File: config.mk
export PLATFORM = sky130hd
export DESIGN_NAME = sram_port0_arbiter
export DESIGN_NICKNAME = d
export VERILOG_FILES = /design/src/rtl/sram_port0_arbiter.sv
export SDC_FILE = /design/constraint.sdc
export NUM_CORES = 1
export LEC_CHECK = 0
export CAP_MARGIN = 5
export CELL_PAD_IN_SITES_DETAIL_PLACEMENT = 1
export CELL_PAD_IN_SITES_GLOBAL_PLACEMENT = 2
export CORE_MARGIN = 3
export CORE_UTILIZATION = 27
export CTS_CLUSTER_DIAMETER = 80
export DETAILED_ROUTE_END_ITERATION = 12
export PLACE_DENSITY_LB_ADDON = 0.1
export SETUP_SLACK_MARGIN = 0.2
export SLEW_MARGIN = 30
export SYNTH_ARGS = -nofsm -noshare
export SYNTH_HDL_FRONTEND = slang
export SYNTH_SLANG_ARGS = --single-unit
File: constraint.sdc
create_clock -name clk -period 3.7 [get_ports clk]
set_input_delay 0.925 -clock clk [delete_from_list [all_inputs] [get_ports clk]]
set_output_delay 0.925 -clock clk [all_outputs]
set_load 0.01 [all_outputs]
File: src/rtl/sram_port0_arbiter.sv
// sram_port0_arbiter: shares SRAM port 0 between requesters A and B.
// Round-robin with optional burst lock, registered active-low controls.
//
// Ports:
//   clk, rst_n            clock, async active-low reset
//   a_req/a_lock/a_we     A command request, burst lock, write(1)/read(0)
//   a_addr/a_wdata        A command address and write data
//   a_gnt                 A command accepted this cycle (combinational)
//   a_rvalid/a_rdata      A read return pulse and data (data holds)
//   b_*                   B mirror of the a_* ports
//   cs0_n/we0_n           SRAM port0 chip select / write enable (registered)
//   addr0/wdata0          SRAM port0 address / write data (registered)
//   rdata0                SRAM port0 read data
module sram_port0_arbiter #(
    parameter int ASIZE  = 10,
    parameter int DSIZE  = 8,
    parameter int RD_LAT = 1
) (
    input  logic             clk,
    input  logic             rst_n,
    input  logic             a_req,
    input  logic             a_lock,
    input  logic             a_we,
    input  logic [ASIZE-1:0] a_addr,
    input  logic [DSIZE-1:0] a_wdata,
    output logic             a_gnt,
    output logic             a_rvalid,
    output logic [DSIZE-1:0] a_rdata,
    input  logic             b_req,
    input  logic             b_lock,
    input  logic             b_we,
    input  logic [ASIZE-1:0] b_addr,
    input  logic [DSIZE-1:0] b_wdata,
    output logic             b_gnt,
    output logic             b_rvalid,
    output logic [DSIZE-1:0] b_rdata,
    output logic             cs0_n,
    output logic             we0_n,
    output logic [ASIZE-1:0] addr0,
    output logic [DSIZE-1:0] wdata0,
    input  logic [DSIZE-1:0] rdata0
);

    typedef enum logic [1:0] {
        OWN_NONE,
        OWN_A,
        OWN_B
    } owner_t;

    owner_t           owner_q;
    owner_t           owner_d;
    logic             last_b_q;
    logic             lock_a;
    logic             lock_b;
    logic             gnt_any;
    logic             sel_we;
    logic             rd_gnt;
    logic [ASIZE-1:0] sel_addr;
    logic [DSIZE-1:0] sel_wdata;

    // Read tag pipe: bit 0 entered on the grant edge, top bit lines up
    // with the cycle whose closing edge samples rdata0.
    logic [RD_LAT:0]  tag_v;
    logic [RD_LAT:0]  tag_id;

    // Ownership is only honoured while the owner keeps both req and lock
    // high, so dropping either hands the port back in the same cycle.
    always_comb begin
        a_gnt   = 1'b0;
        b_gnt   = 1'b0;
        owner_d = OWN_NONE;
        lock_a  = (owner_q == OWN_A) && a_req && a_lock;
        lock_b  = (owner_q == OWN_B) && b_req && b_lock;
        if (lock_a) begin
            a_gnt = 1'b1;
        end else if (lock_b) begin
            b_gnt = 1'b1;
        end else if (a_req && b_req) begin
            if (last_b_q) begin
                a_gnt = 1'b1;
            end else begin
                b_gnt = 1'b1;
            end
        end else if (a_req) begin
            a_gnt = 1'b1;
        end else if (b_req) begin
            b_gnt = 1'b1;
        end
        if (a_gnt && a_lock) begin
            owner_d = OWN_A;
        end else if (b_gnt && b_lock) begin
            owner_d = OWN_B;
        end
    end

    always_comb begin
        gnt_any   = a_gnt | b_gnt;
        sel_we    = b_gnt ? b_we    : a_we;
        sel_addr  = b_gnt ? b_addr  : a_addr;
        sel_wdata = b_gnt ? b_wdata : a_wdata;
        rd_gnt    = gnt_any & ~sel_we;
    end

    always_ff @(posedge clk or negedge rst_n) begin
        if (!rst_n) begin
            owner_q  <= OWN_NONE;
            last_b_q <= 1'b1;
        end else begin
            owner_q <= owner_d;
            if (gnt_any) begin
                last_b_q <= b_gnt;
            end
        end
    end

    always_ff @(posedge clk or negedge rst_n) begin
        if (!rst_n) begin
            cs0_n  <= 1'b1;
            we0_n  <= 1'b1;
            addr0  <= '0;
            wdata0 <= '0;
        end else if (gnt_any) begin
            cs0_n  <= 1'b0;
            we0_n  <= ~sel_we;
            addr0  <= sel_addr;
            wdata0 <= sel_wdata;
        end else begin
            cs0_n <= 1'b1;
            we0_n <= 1'b1;
        end
    end

    always_ff @(posedge clk or negedge rst_n) begin
        if (!rst_n) begin
            tag_v  <= '0;
            tag_id <= '0;
        end else begin
            tag_v  <= {tag_v[RD_LAT-1:0], rd_gnt};
            tag_id <= {tag_id[RD_LAT-1:0], b_gnt};
        end
    end

    always_ff @(posedge clk or negedge rst_n) begin
        if (!rst_n) begin
            a_rvalid <= 1'b0;
            b_rvalid <= 1'b0;
            a_rdata  <= '0;
            b_rdata  <= '0;
        end else begin
            a_rvalid <= 1'b0;
            b_rvalid <= 1'b0;
            if (tag_v[RD_LAT]) begin
                if (tag_id[RD_LAT]) begin
                    b_rvalid <= 1'b1;
                    b_rdata  <= rdata0;
                end else begin
                    a_rvalid <= 1'b1;
                    a_rdata  <= rdata0;
                end
            end
        end
    end

endmodule

==> reports/summary.txt <==
Result of the run = complete, no violations
Worst min-delay path category = flip-flop to flip-flop
Global Route Usage Sum = 0.131
Postcts setup bufs = 0
Family with the most delay on the worst path = buffers and inverters
Number of DRC markers after the initial detailed-route iteration = 28
Routed WL per cell = 15.8 um
Unique cell type count in the Yosys netlist = 22
Clk Latency, worst-skew pair = 0.30 ns
Clock buffer count from CTS = 5
Max incr delay on CP = 0.47 ns
Antenna violations before repair = 0
Headroom to the max-slew limit = 0.492
Fraction of final layout cells sized beyond drive strength 1 = 0.308
Routed length on met3 = 502 um
Mean post-synth cell area = 14.7 um2
CTS tree = built
Pin count of the biggest net entering global routing = 46
Final wirelength = 5120 um
Yosys Warn Count = 0
Top Ports = 92
Placer's final routability congestion estimate = 0.817
Clk pwr share = 0.226
Final count of hold timing violations = 0
Number of inserted diodes = 0
Post-Syn Instances = 130
Period utilisation layout = 0.914
Die Wd = 90.1 um
Leading cell type in the layout, fill and taps excluded = clkdlybuf4s50_1
Net Count, Synth = 182
Endpoint arrival time on the critical path = 2.46 ns
Layout-stage area growth over the synthesis result = 58.8%
Internal power contribution = 0.994 mW
CTS max path bufs = 2
Synthesized cell area = 1910 um2
Commonest cells after routing, fill and taps aside = clkdlybuf4s50_1 (88), mux2_2 (51), dfrtp_1 (42), inv_1 (6)
Total Power Consumption = 1.37 mW
Cell with the largest stage delay on the worst path = clkdlybuf4s50_1
Worst IR Drop VDD = 131 uV
Number of iterations in the first detailed-routing pass = 3
NumNets Final = 278
M1 wire length = 1880 um
Switching Power = 0.372 mW
Area enclosed by the die boundary = 8120 um2
Sequential cell fraction of total power = 0.459
Critical Path Source Type = input pin
Worst Setup Path Type = input pin to output pin
Part of the power in combinational logic = 0.315
Initial core utilization = 0.280
Final setup vio count = 0
Number of H-tree levels = 2
Final Slew Violations = 0
Switching Share = 0.272
Remaining antenna violation count = 0
Number of rows created at floorplan = 30
Data required time at the worst endpoint = 2.77 ns
Register clock-pin slew on the reported worst setup and hold paths = 0.09 ns
Buffers & Inverters on Critical Path = 2
Post-synthesis sequential area ratio = 0.591
Number of fillers in the final layout = 731
Die H = 90.1 um
Total via count in the routed design = 1417
Register bit total from synthesis = 45
Largest fanout on the critical path = 3
Hold slack final = 0.359 ns
Worst Max-Slew Pin Slew = 0.761 ns
Skew final = 0.00550 ns
Port bufs = 91
Final critical delay including setup and external delays = 3.38 ns
Highest routed layer = met4
Count of hold-fix buffers inserted at cts = 0
Vias per Instance = 4.39
Series of cell instances along the critical path = clkdlybuf4s50_1 -> or2b_2 -> a21oi_2 -> or3_1 -> and2_1 -> dlygate4sd2_1
Count of unresolved DRC violations after routing = 0
Max Fclk = 296 MHz
Number of global-route vias before repair = 1664
Length of routed met2 wiring = 2680 um
Half-perimeter wire length after placement = 3930 um
Placed cells = 315
Filler-free cell count of the finished design = 323
Sort of element at the end of the critical path = output pin
Buffer cell driving the clock tree root = clkbuf_8
# Max-Cap Violations = 0
Clock sink count = 45
Placeable Area = 6830 um2
Leak pwr = 1.25 nW
Resized Gates After CTS = 2
Power per unit of standard cell area = 450 nW/um2
Unrepaired setup endpoints after global routing = false
Global-route congestion overflow total = 0
Global-route wire length before repair = 8490 um
## state kept, by name, indices dropped and copies added (netlist names)
name      flops
we0_n         1
b_rvalid      1
a_rdata       8
addr0        10
a_rvalid      1
wdata0        8
tag_v         2
last_b_q      1
owner_q       2
tag_id        2
b_rdata       8
cs0_n         1
## kinds of logic (layout without fill, tap and decap cells)
logic type	count (synthesis)	count (layout)	share of synthesized area
AND/OR/NAND/NOR	10	10	0.0275
AO/OA/AOI/OAI	11	11	0.0413
flip-flops	45	45	0.591
buffers and inverters	12	109	0.0334
multiplexers	52	52	0.306
## power by group through the flow
stage / Sequential, mW / Clock (mW) / Combinational, mW
after floorplan: 0.670 / 0 / 0.134
after global placement: 0.630 / 0 / 0.427
after detailed placement: 0.638 / 0 / 0.439
after CTS: 0.629 / 0.324 / 0.440
after global routing: 0.641 / 0.351 / 0.463
final: 0.627 / 0.309 / 0.431
## final cells by class
| class | instances | area (um2) | share of cell area |
|---|---|---|---|
| sequential | 45 | 1130 | 0.372 |
| clock buffer | 5 | 68.8 | 0.0227 |
| multi-input combinational | 73 | 732 | 0.241 |
| tap | 96 | 120 | 0.0396 |
| clock inverter | 3 | 21.3 | 0.00701 |
| inverter | 6 | 22.5 | 0.00742 |
| timing repair buffer | 95 | 940 | 0.310 |
## per-layer routing
metal | vias to the layer above | global-route usage
met3 | 5 | 0.0636
li1 | 651 | -
met2 | 57 | 0.232
met5 | - | 0
met4 | 0 | 0.0344
met1 | 704 | 0.139
## metrics by stage
step | setup WS, ns | instance area (um2) | utilization | setup TNS, ns
global route | 0.248 | 3030 | 0.444 | 0
CTS | 0.192 | 3030 | 0.444 | 0
global placement | 0.102 | 2940 | 0.430 | 0
floorplan | 1.05 | 1910 | - | 0
finish | 0.320 | 3030 | 0.444 | 0
detailed placement | -0.0151 | 2940 | 0.430 | -0.0151
## cells in the mapped netlist
cell type,n,area [um2]
mux2_2,51,574
dfrtp_1,42,1050
inv_1,6,22.5
a21oi_1,3,15.0
clkbuf_1,3,11.3
dfstp_2,3,78.8
nand2_1,3,11.3
o21ai_0,3,15.0
buf_6,2,22.5
nor2_1,2,7.51
a211oi_1,1,7.51
a21o_1,1,7.51
a311oi_2,1,15.0
a32o_1,1,10.0
a32oi_1,1,8.76
and2_1,1,6.26
and3_1,1,6.26
buf_4,1,7.51
mux2_1,1,11.3
nor2b_1,1,6.26
or2b_2,1,8.76
or3_1,1,6.26
## worst paths after layout
path                               start        end  slack (ns)  cells past startpoint
worst max-delay path              b_lock      b_gnt        0.32                      6
worst min-delay path            tag_v[0]   tag_v[1]        0.36                      0
worst max register to register  last_b_q   addr0[3]        1.81                      4
worst min register to register  tag_v[0]   tag_v[1]        0.36                      0
max in group asynchronous          rst_n   addr0[8]        2.67                      1
min in group asynchronous          rst_n  tag_id[0]        0.63                      1
(Power assumes the default switching activity.)
